**src/rtl/amber_csr_pkg.sv**
```systemverilog
// Shared definitions for the amber CSR arbiter: bus widths, FSM state
// encoding, well-known CSR addresses and small arithmetic helpers.
package amber_csr_pkg;

    localparam int CSR_AW = 12;
    localparam int CSR_DW = 24;

    // Status register of the CSR file; reads back as 24'h000001 after reset.
    localparam logic [CSR_AW-1:0] CSR_STATUS = 12'h000;

    // Width and ceiling of the debug wait counter.
    localparam int          STARVE_CW  = 4;
    localparam logic [3:0]  STARVE_MAX = 4'hF;

    typedef enum logic [1:0] {
        ST_IDLE   = 2'b00,
        ST_ACCESS = 2'b01,
        ST_RESP   = 2'b10
    } arb_state_e;

    // Saturating increment used by the debug wait counter.
    function automatic logic [STARVE_CW-1:0] sat_inc(input logic [STARVE_CW-1:0] v);
        if (v == STARVE_MAX) begin
            return v;
        end else begin
            return v + 4'd1;
        end
    endfunction

endpackage

```
**src/rtl/amber_csr_starve.sv**
```systemverilog
// Debug starvation tracker: counts cycles the debug port waits ungranted and
// raises an override once the wait reaches STARVE_LIM. Only instantiated by
// amber_csr_arb when AMBER_CSR_ARB_STARVE_EN is defined.
module amber_csr_starve
    import amber_csr_pkg::*;
#(
    parameter int STARVE_LIM = 8
) (
    input  logic iw_clk,
    input  logic iw_rst_n,
    input  logic iw_d_req,
    input  logic iw_d_gnt,
    output logic ow_override
);

    localparam logic [STARVE_CW-1:0] LIM_C = STARVE_CW'(STARVE_LIM);

    logic [STARVE_CW-1:0] r_cnt;

    // Wait counter: cleared on reset or debug grant, saturating count while debug waits.
    always_ff @(posedge iw_clk) begin
        if (!iw_rst_n) begin
            r_cnt <= 4'd0;
        end else if (iw_d_gnt) begin
            r_cnt <= 4'd0;
        end else if (iw_d_req) begin
            r_cnt <= sat_inc(r_cnt);
        end else begin
            r_cnt <= r_cnt;
        end
    end

    assign ow_override = (r_cnt >= LIM_C);

endmodule

```
**src/rtl/amber_csr_arb.sv**
```systemverilog
// Two-port CSR arbiter (pipeline + debug) in front of a combinational-read CSR
// file. Each transaction is grant (IDLE) -> access (ACCESS) -> response (RESP).
// Optional feature macro: AMBER_CSR_ARB_STARVE_EN enables the debug
// starvation override; without it the pipeline has strict priority.
module amber_csr_arb
    import amber_csr_pkg::*;
#(
    parameter int STARVE_LIM = 8
) (
    input  logic              iw_clk,
    input  logic              iw_rst_n,
    input  logic              iw_p_req,
    input  logic              iw_p_we,
    input  logic [CSR_AW-1:0] iw_p_addr,
    input  logic [CSR_DW-1:0] iw_p_wdata,
    output logic              ow_p_gnt,
    output logic              ow_p_rvalid,
    output logic [CSR_DW-1:0] ow_p_rdata,
    input  logic              iw_d_req,
    input  logic              iw_d_we,
    input  logic [CSR_AW-1:0] iw_d_addr,
    input  logic [CSR_DW-1:0] iw_d_wdata,
    output logic              ow_d_gnt,
    output logic              ow_d_rvalid,
    output logic [CSR_DW-1:0] ow_d_rdata,
    output logic              ow_csr_we,
    output logic [CSR_AW-1:0] ow_csr_addr,
    output logic [CSR_DW-1:0] ow_csr_wdata,
    input  logic [CSR_DW-1:0] iw_csr_rdata,
    output logic              ow_busy
);

    arb_state_e        r_state;
    arb_state_e        w_state_nxt;
    logic              r_sel_d;      // captured winner: 1 = debug, 0 = pipeline
    logic              r_we;
    logic [CSR_AW-1:0] r_addr;
    logic [CSR_DW-1:0] r_wdata;
    logic              r_p_rvalid;
    logic              r_d_rvalid;
    logic [CSR_DW-1:0] r_p_rdata;
    logic [CSR_DW-1:0] r_d_rdata;
    logic              w_idle;
    logic              w_d_override;
    logic              w_p_gnt;
    logic              w_d_gnt;

`ifdef AMBER_CSR_ARB_STARVE_EN
    amber_csr_starve #(
        .STARVE_LIM (STARVE_LIM)
    ) u_starve (
        .iw_clk      (iw_clk),
        .iw_rst_n    (iw_rst_n),
        .iw_d_req    (iw_d_req),
        .iw_d_gnt    (w_d_gnt),
        .ow_override (w_d_override)
    );
`else
    assign w_d_override = 1'b0;
`endif

    // No grant is issued while reset is asserted.
    assign w_idle = (r_state == ST_IDLE) && iw_rst_n;

    // Arbitration: pipeline first unless debug has waited long enough.
    always_comb begin
        w_p_gnt = 1'b0;
        w_d_gnt = 1'b0;
        if (w_idle) begin
            if (iw_d_req && (w_d_override || !iw_p_req)) begin
                w_d_gnt = 1'b1;
            end else if (iw_p_req) begin
                w_p_gnt = 1'b1;
            end else begin
                w_p_gnt = 1'b0;
            end
        end else begin
            w_d_gnt = 1'b0;
        end
    end

    // Next-state logic for the grant/access/response sequence.
    always_comb begin
        w_state_nxt = ST_IDLE;
        case (r_state)
            ST_IDLE: begin
                if (w_p_gnt || w_d_gnt) begin
                    w_state_nxt = ST_ACCESS;
                end else begin
                    w_state_nxt = ST_IDLE;
                end
            end
            ST_ACCESS: w_state_nxt = ST_RESP;
            ST_RESP:   w_state_nxt = ST_IDLE;
            default:   w_state_nxt = ST_IDLE;
        endcase
    end

    // State register.
    always_ff @(posedge iw_clk) begin
        if (!iw_rst_n) begin
            r_state <= ST_IDLE;
        end else begin
            r_state <= w_state_nxt;
        end
    end

    // Capture the winning request's fields at the grant edge.
    always_ff @(posedge iw_clk) begin
        if (!iw_rst_n) begin
            r_sel_d <= 1'b0;
            r_we    <= 1'b0;
            r_addr  <= 12'h000;
            r_wdata <= 24'h000000;
        end else if (w_p_gnt) begin
            r_sel_d <= 1'b0;
            r_we    <= iw_p_we;
            r_addr  <= iw_p_addr;
            r_wdata <= iw_p_wdata;
        end else if (w_d_gnt) begin
            r_sel_d <= 1'b1;
            r_we    <= iw_d_we;
            r_addr  <= iw_d_addr;
            r_wdata <= iw_d_wdata;
        end else begin
            r_sel_d <= r_sel_d;
            r_we    <= r_we;
            r_addr  <= r_addr;
            r_wdata <= r_wdata;
        end
    end

    // Latch CSR read data at the end of ACCESS into the winner's response register.
    always_ff @(posedge iw_clk) begin
        if (!iw_rst_n) begin
            r_p_rvalid <= 1'b0;
            r_d_rvalid <= 1'b0;
            r_p_rdata  <= 24'h000000;
            r_d_rdata  <= 24'h000000;
        end else begin
            r_p_rvalid <= (r_state == ST_ACCESS) && !r_sel_d;
            r_d_rvalid <= (r_state == ST_ACCESS) && r_sel_d;
            if ((r_state == ST_ACCESS) && !r_sel_d) begin
                r_p_rdata <= iw_csr_rdata;
            end else begin
                r_p_rdata <= r_p_rdata;
            end
            if ((r_state == ST_ACCESS) && r_sel_d) begin
                r_d_rdata <= iw_csr_rdata;
            end else begin
                r_d_rdata <= r_d_rdata;
            end
        end
    end

    // CSR file drive: only during ACCESS, and never write while reset is low.
    always_comb begin
        ow_csr_we    = 1'b0;
        ow_csr_addr  = 12'h000;
        ow_csr_wdata = 24'h000000;
        if (r_state == ST_ACCESS) begin
            ow_csr_we    = r_we && iw_rst_n;
            ow_csr_addr  = r_addr;
            ow_csr_wdata = r_wdata;
        end else begin
            ow_csr_we    = 1'b0;
        end
    end

    assign ow_p_gnt    = w_p_gnt;
    assign ow_d_gnt    = w_d_gnt;
    assign ow_p_rvalid = r_p_rvalid;
    assign ow_d_rvalid = r_d_rvalid;
    assign ow_p_rdata  = r_p_rdata;
    assign ow_d_rdata  = r_d_rdata;
    assign ow_busy     = (r_state != ST_IDLE);

endmodule

```
**config.mk**
```make
export PLATFORM = sky130hd
export DESIGN_NAME = amber_csr_arb
export DESIGN_NICKNAME = d
export VERILOG_FILES = /design/src/rtl/amber_csr_pkg.sv /design/src/rtl/amber_csr_starve.sv /design/src/rtl/amber_csr_arb.sv
export SDC_FILE = /design/constraint.sdc
export NUM_CORES = 1
export LEC_CHECK = 0
export BUFFER_PORTS_ARGS = -buffer_cell sky130_fd_sc_hd__buf_4
export CORE_ASPECT_RATIO = 0.9
export CORE_MARGIN = 5
export CORE_UTILIZATION = 48
export CTS_BUF_LIST = sky130_fd_sc_hd__clkbuf_8
export DETAILED_ROUTE_END_ITERATION = 16
export PLACE_DENSITY = 0.95
export SYNTH_ARGS = -nofsm -noshare
export SYNTH_HDL_FRONTEND = slang
export SYNTH_SLANG_ARGS = --single-unit
```
**constraint.sdc**
```tcl
create_clock -name iw_clk -period 1.5 [get_ports iw_clk]
set_input_delay 0 -clock iw_clk [delete_from_list [all_inputs] [get_ports iw_clk]]
set_output_delay 0 -clock iw_clk [all_outputs]
set_load 0.03 [all_outputs]
```
==> run_results.csv <==
group,metric,value,unit
global_route,grt_util_all_layers,24.2,%
power_and_ir_drop,swShare,30.2,%
worst_setup_path,end_kind,"primary output",
worst_setup_path,path_class,"reg2out",
detailed_routing,drt_wl_total,12600,um
power_and_ir_drop,pwr-share-comb,23.8,%
global_route,grt_antenna_before_repair,0,
cts,htreeDepth,3,
global_route,grt_first_pass_wirelength,19900,um
min_path,hp-start,"iw_rst_n",
worst_setup_path,reg2reg_from,"r_state[0]",
cts,cts_buffer_depth,2,
floorplanning,die_x,105,um
timing,rsz0062_at_grt,"yes",
logic_synthesis,post_synth_instance_area,3930,um^2
cells_and_area,final_area,6000,um^2
logic_synthesis,synth_edf_count,0,
timing,min_period,1450,ps
floorplanning,die_area,10100,um^2
detailed_routing,wl_per_cell,16.0,um
min_path,hp-class,"in2reg",
detailed_routing,drc_errors,0,
cts,numCtsBuffers,9,
timing,fin_skew,14.4,ps
cells_and_area,area_growth_syn_to_layout,52.7,%
timing,max_freq,690,MHz
cts,clock_latency,350,ps
cts,cts_tree,"yes",
run_status,status,"completed",
cts,path_clk_slew,100,ps
timing,final_max_slew_viol_count,0,
logic_synthesis,yosysUniqueCellTypes,21,
detailed_routing,num_vias,4232,
detailed_routing,dr.pass1.iters,5,
logic_synthesis,ys.flop_type,"dfxtp_1",
logic_synthesis,synth_nets,583,
logic_synthesis,yosys_warnings,0,
cells_and_area,postLayoutCoreUtil,74.8,%
cells_and_area,seqCellArea,1810,um^2
worst_setup_path,crit_fanout,26,
cts,clock-sinks,90,
timing,hold_viol,0,
global_route,grt_pass1_vias,4219,
power_and_ir_drop,power_leakage,0.00265,uW
logic_synthesis,synthCells,481,
cells_and_area,drive_gt1_share,35.0,%
timing,setup_viol,0,
cts,cts-root-buf,"clkbuf_8",
power_and_ir_drop,p_switching,1740,uW
placement,hpwlAfterDp,8690,um
power_and_ir_drop,powerDensity,961,nW/um^2
global_route,grt_start_max_net_pins,40,
floorplanning,fp-row-count,31,
placement,io_buffers,191,
placement,placed_cells,745,
floorplanning,io_pins,192,
min_path,min_path_cells,2,
min_path,holdPathEnd,"r_wdata[5]",
detailed_routing,viasPerCell,5.35,
cells_and_area,multi_input_area,1950,um^2
floorplanning,core-area,8030,um^2
logic_synthesis,async_flop_share,0,%
worst_setup_path,worstPathArrival,1450,ps
timing,tns,0,ps
detailed_routing,dr.first_iter.drc_count,200,
cells_and_area,nets,788,
power_and_ir_drop,share_clk_of_total_power,29.9,%
global_route,grt_overflow_total,0,
worst_setup_path,rr_worst_depth,5,
timing,worst_pin_slew,393,ps
worst_setup_path,crit-reg2reg-capture,"r_wdata[3]",
worst_setup_path,cp.required,1500,ps
timing,timing.final.crit_share,96.6,%
power_and_ir_drop,seq_power_share,46.3,%
cells_and_area,fin_cells,791,
placement,place_congestion,0.840,
power_and_ir_drop,p_int,4020,uW
flow_run,drv_cap,0,
detailed_routing,postRouteAntennaNets,0,
floorplanning,start_util,48.9,%
power_and_ir_drop,peakVddDrop,0.000547,V
worst_setup_path,startpoint_type,"register",
worst_setup_path,r2r_slack,150,ps
timing,maxSlewHeadroom,73.8,%
logic_synthesis,synth-seq-cells,90,
logic_synthesis,syn_area_per_cell,8.17,um^2
logic_synthesis,synth-seq-area-share,45.8,%
cells_and_area,num-fill-cells,544,
placement,placed_area,5450,um^2
floorplanning,die_h,95.8,um
==> sequential cells by signal (all words and copies together) (netlist names) <==
register	flops
ow_d_rvalid	1
r_wdata	24
r_addr	12
r_sel_d	1
ow_p_rvalid	1
r_state	2
ow_p_rdata	24
ow_d_rdata	24
r_we	1
==> kinds of logic after synthesis <==
| family | count (synthesis) | share of synthesized area (%) |
|---|---|---|
| AO/OA/AOI/OAI | 124 | 21.7 |
| buffers and inverters | 45 | 5.13 |
| flip-flops | 90 | 45.8 |
| AND/OR/NAND/NOR | 222 | 27.3 |
==> cell type report <==
| cell class | instances | area share (%) |
|---|---|---|
| diodes | 1 | 0.0417 |
| clock buffers | 9 | 2.06 |
| clock inverters | 7 | 1.38 |
| inverters | 2 | 0.125 |
| multi-input cells | 346 | 32.4 |
| flip-flops and latches | 90 | 30.1 |
| well taps | 99 | 2.06 |
| repair buffers | 237 | 31.7 |
==> what timing repair did <==
action,4_1_cts,5_1_grt
pin swaps,2,1
hold buffers,26,0
setup endpoints to repair,38,5
cloned,1,0
setup buffers,0,2
gates resized for setup,9,1
hold endpoints to repair,49,0
==> per-layer routing <==
layer  global-route usage (%)  vias to the layer above  routed length, um
met3                     6.57                       27               1160
li1                         -                     2033                  -
met5                        0                        -                  0
met1                     27.9                     1931               4970
met2                     42.8                      241               6180
met4                     10.3                        0                305
==> layout by cell type (no fill, tap or decap) <==
| cell | Yosys | layout |
|---|---|---|
| a211oi_1 | 1 | 1 |
| a21oi_1 | 86 | 86 |
| and2_1 | 37 | 37 |
| and3_1 | 3 | 3 |
| and3b_1 | 1 | 1 |
| buf_12 | 0 | 2 |
| buf_4 | 1 | 206 |
| buf_6 | 0 | 1 |
| buf_8 | 0 | 1 |
| bufbuf_16 | 0 | 1 |
| bufinv_16 | 0 | 1 |
| clkbuf_8 | 0 | 9 |
| clkinvlp_4 | 0 | 2 |
| dfxtp_1 | 90 | 88 |
| dfxtp_4 | 0 | 2 |
| diode_2 | 0 | 1 |
| dlygate4sd3_1 | 0 | 26 |
| inv_1 | 2 | 2 |
| inv_6 | 0 | 3 |
| inv_8 | 0 | 1 |
| nand2_1 | 97 | 96 |
| nand2_2 | 0 | 1 |
| nand3b_1 | 1 | 1 |
| nor2_1 | 39 | 39 |
| nor2_4 | 0 | 1 |
| nor2b_1 | 39 | 38 |
| nor2b_4 | 0 | 1 |
| nor3_4 | 1 | 1 |
| nor3b_2 | 1 | 2 |
| o221a_1 | 30 | 30 |
| o221a_2 | 7 | 7 |
| or3b_1 | 1 | 1 |
==> cells in the mapped netlist (2+ instances only) <==
cell type / count / share of area, %
o221a_2: 7 / 2.0
nor2_1: 39 / 3.7
and2_1: 37 / 5.9
inv_1: 2 / 0.19
a21oi_1: 86 / 11
nor2b_1: 39 / 6.2
clkbuf_1: 19 / 1.8
and3_1: 3 / 0.48
buf_2: 23 / 2.9
o221a_1: 30 / 8.6
dfxtp_1: 90 / 46
nand2_1: 97 / 9.3
==> metrics by stage <==
step	power, uW	hold slack [ps]	setup WS [ps]
floorplan	3430	136	180
global placement	3950	260	213
detailed placement	3990	271	165
CTS	5760	17.5	18.7
global route	6000	26.7	-15.1
finish	5770	40.5	50.9
==> worst max-delay path by stage <==
stage	from	end	slack, ps	depth (start not counted)
CTS	r_state[1]	ow_d_gnt	20	5
global placement	r_state[0]	ow_p_rdata[10]	210	4
floorplan	r_state[0]	ow_p_rdata[10]	180	5
detailed placement	r_state[0]	ow_p_rdata[19]	170	4
finish	r_state[0]	ow_csr_we	50	4
global route	r_state[0]	ow_csr_addr[0]	-20	4
==> power by group through the flow <==
stage / registers, uW / clock network [uW] / logic [uW]
after floorplan: 2800 / 0 / 634
after global placement: 2710 / 0 / 1240
after detailed placement: 2720 / 0 / 1270
after CTS: 2670 / 1740 / 1360
after global routing: 2690 / 1840 / 1470
final: 2670 / 1720 / 1370
==> worst max-delay path, stage by stage, from the launching register on <==
cell,delay [ps]
dfxtp_4,400
nor2b_4,190
buf_12,160
and3_1,210
buf_6,140
Note: power is estimated with default switching activity, not from simulation.
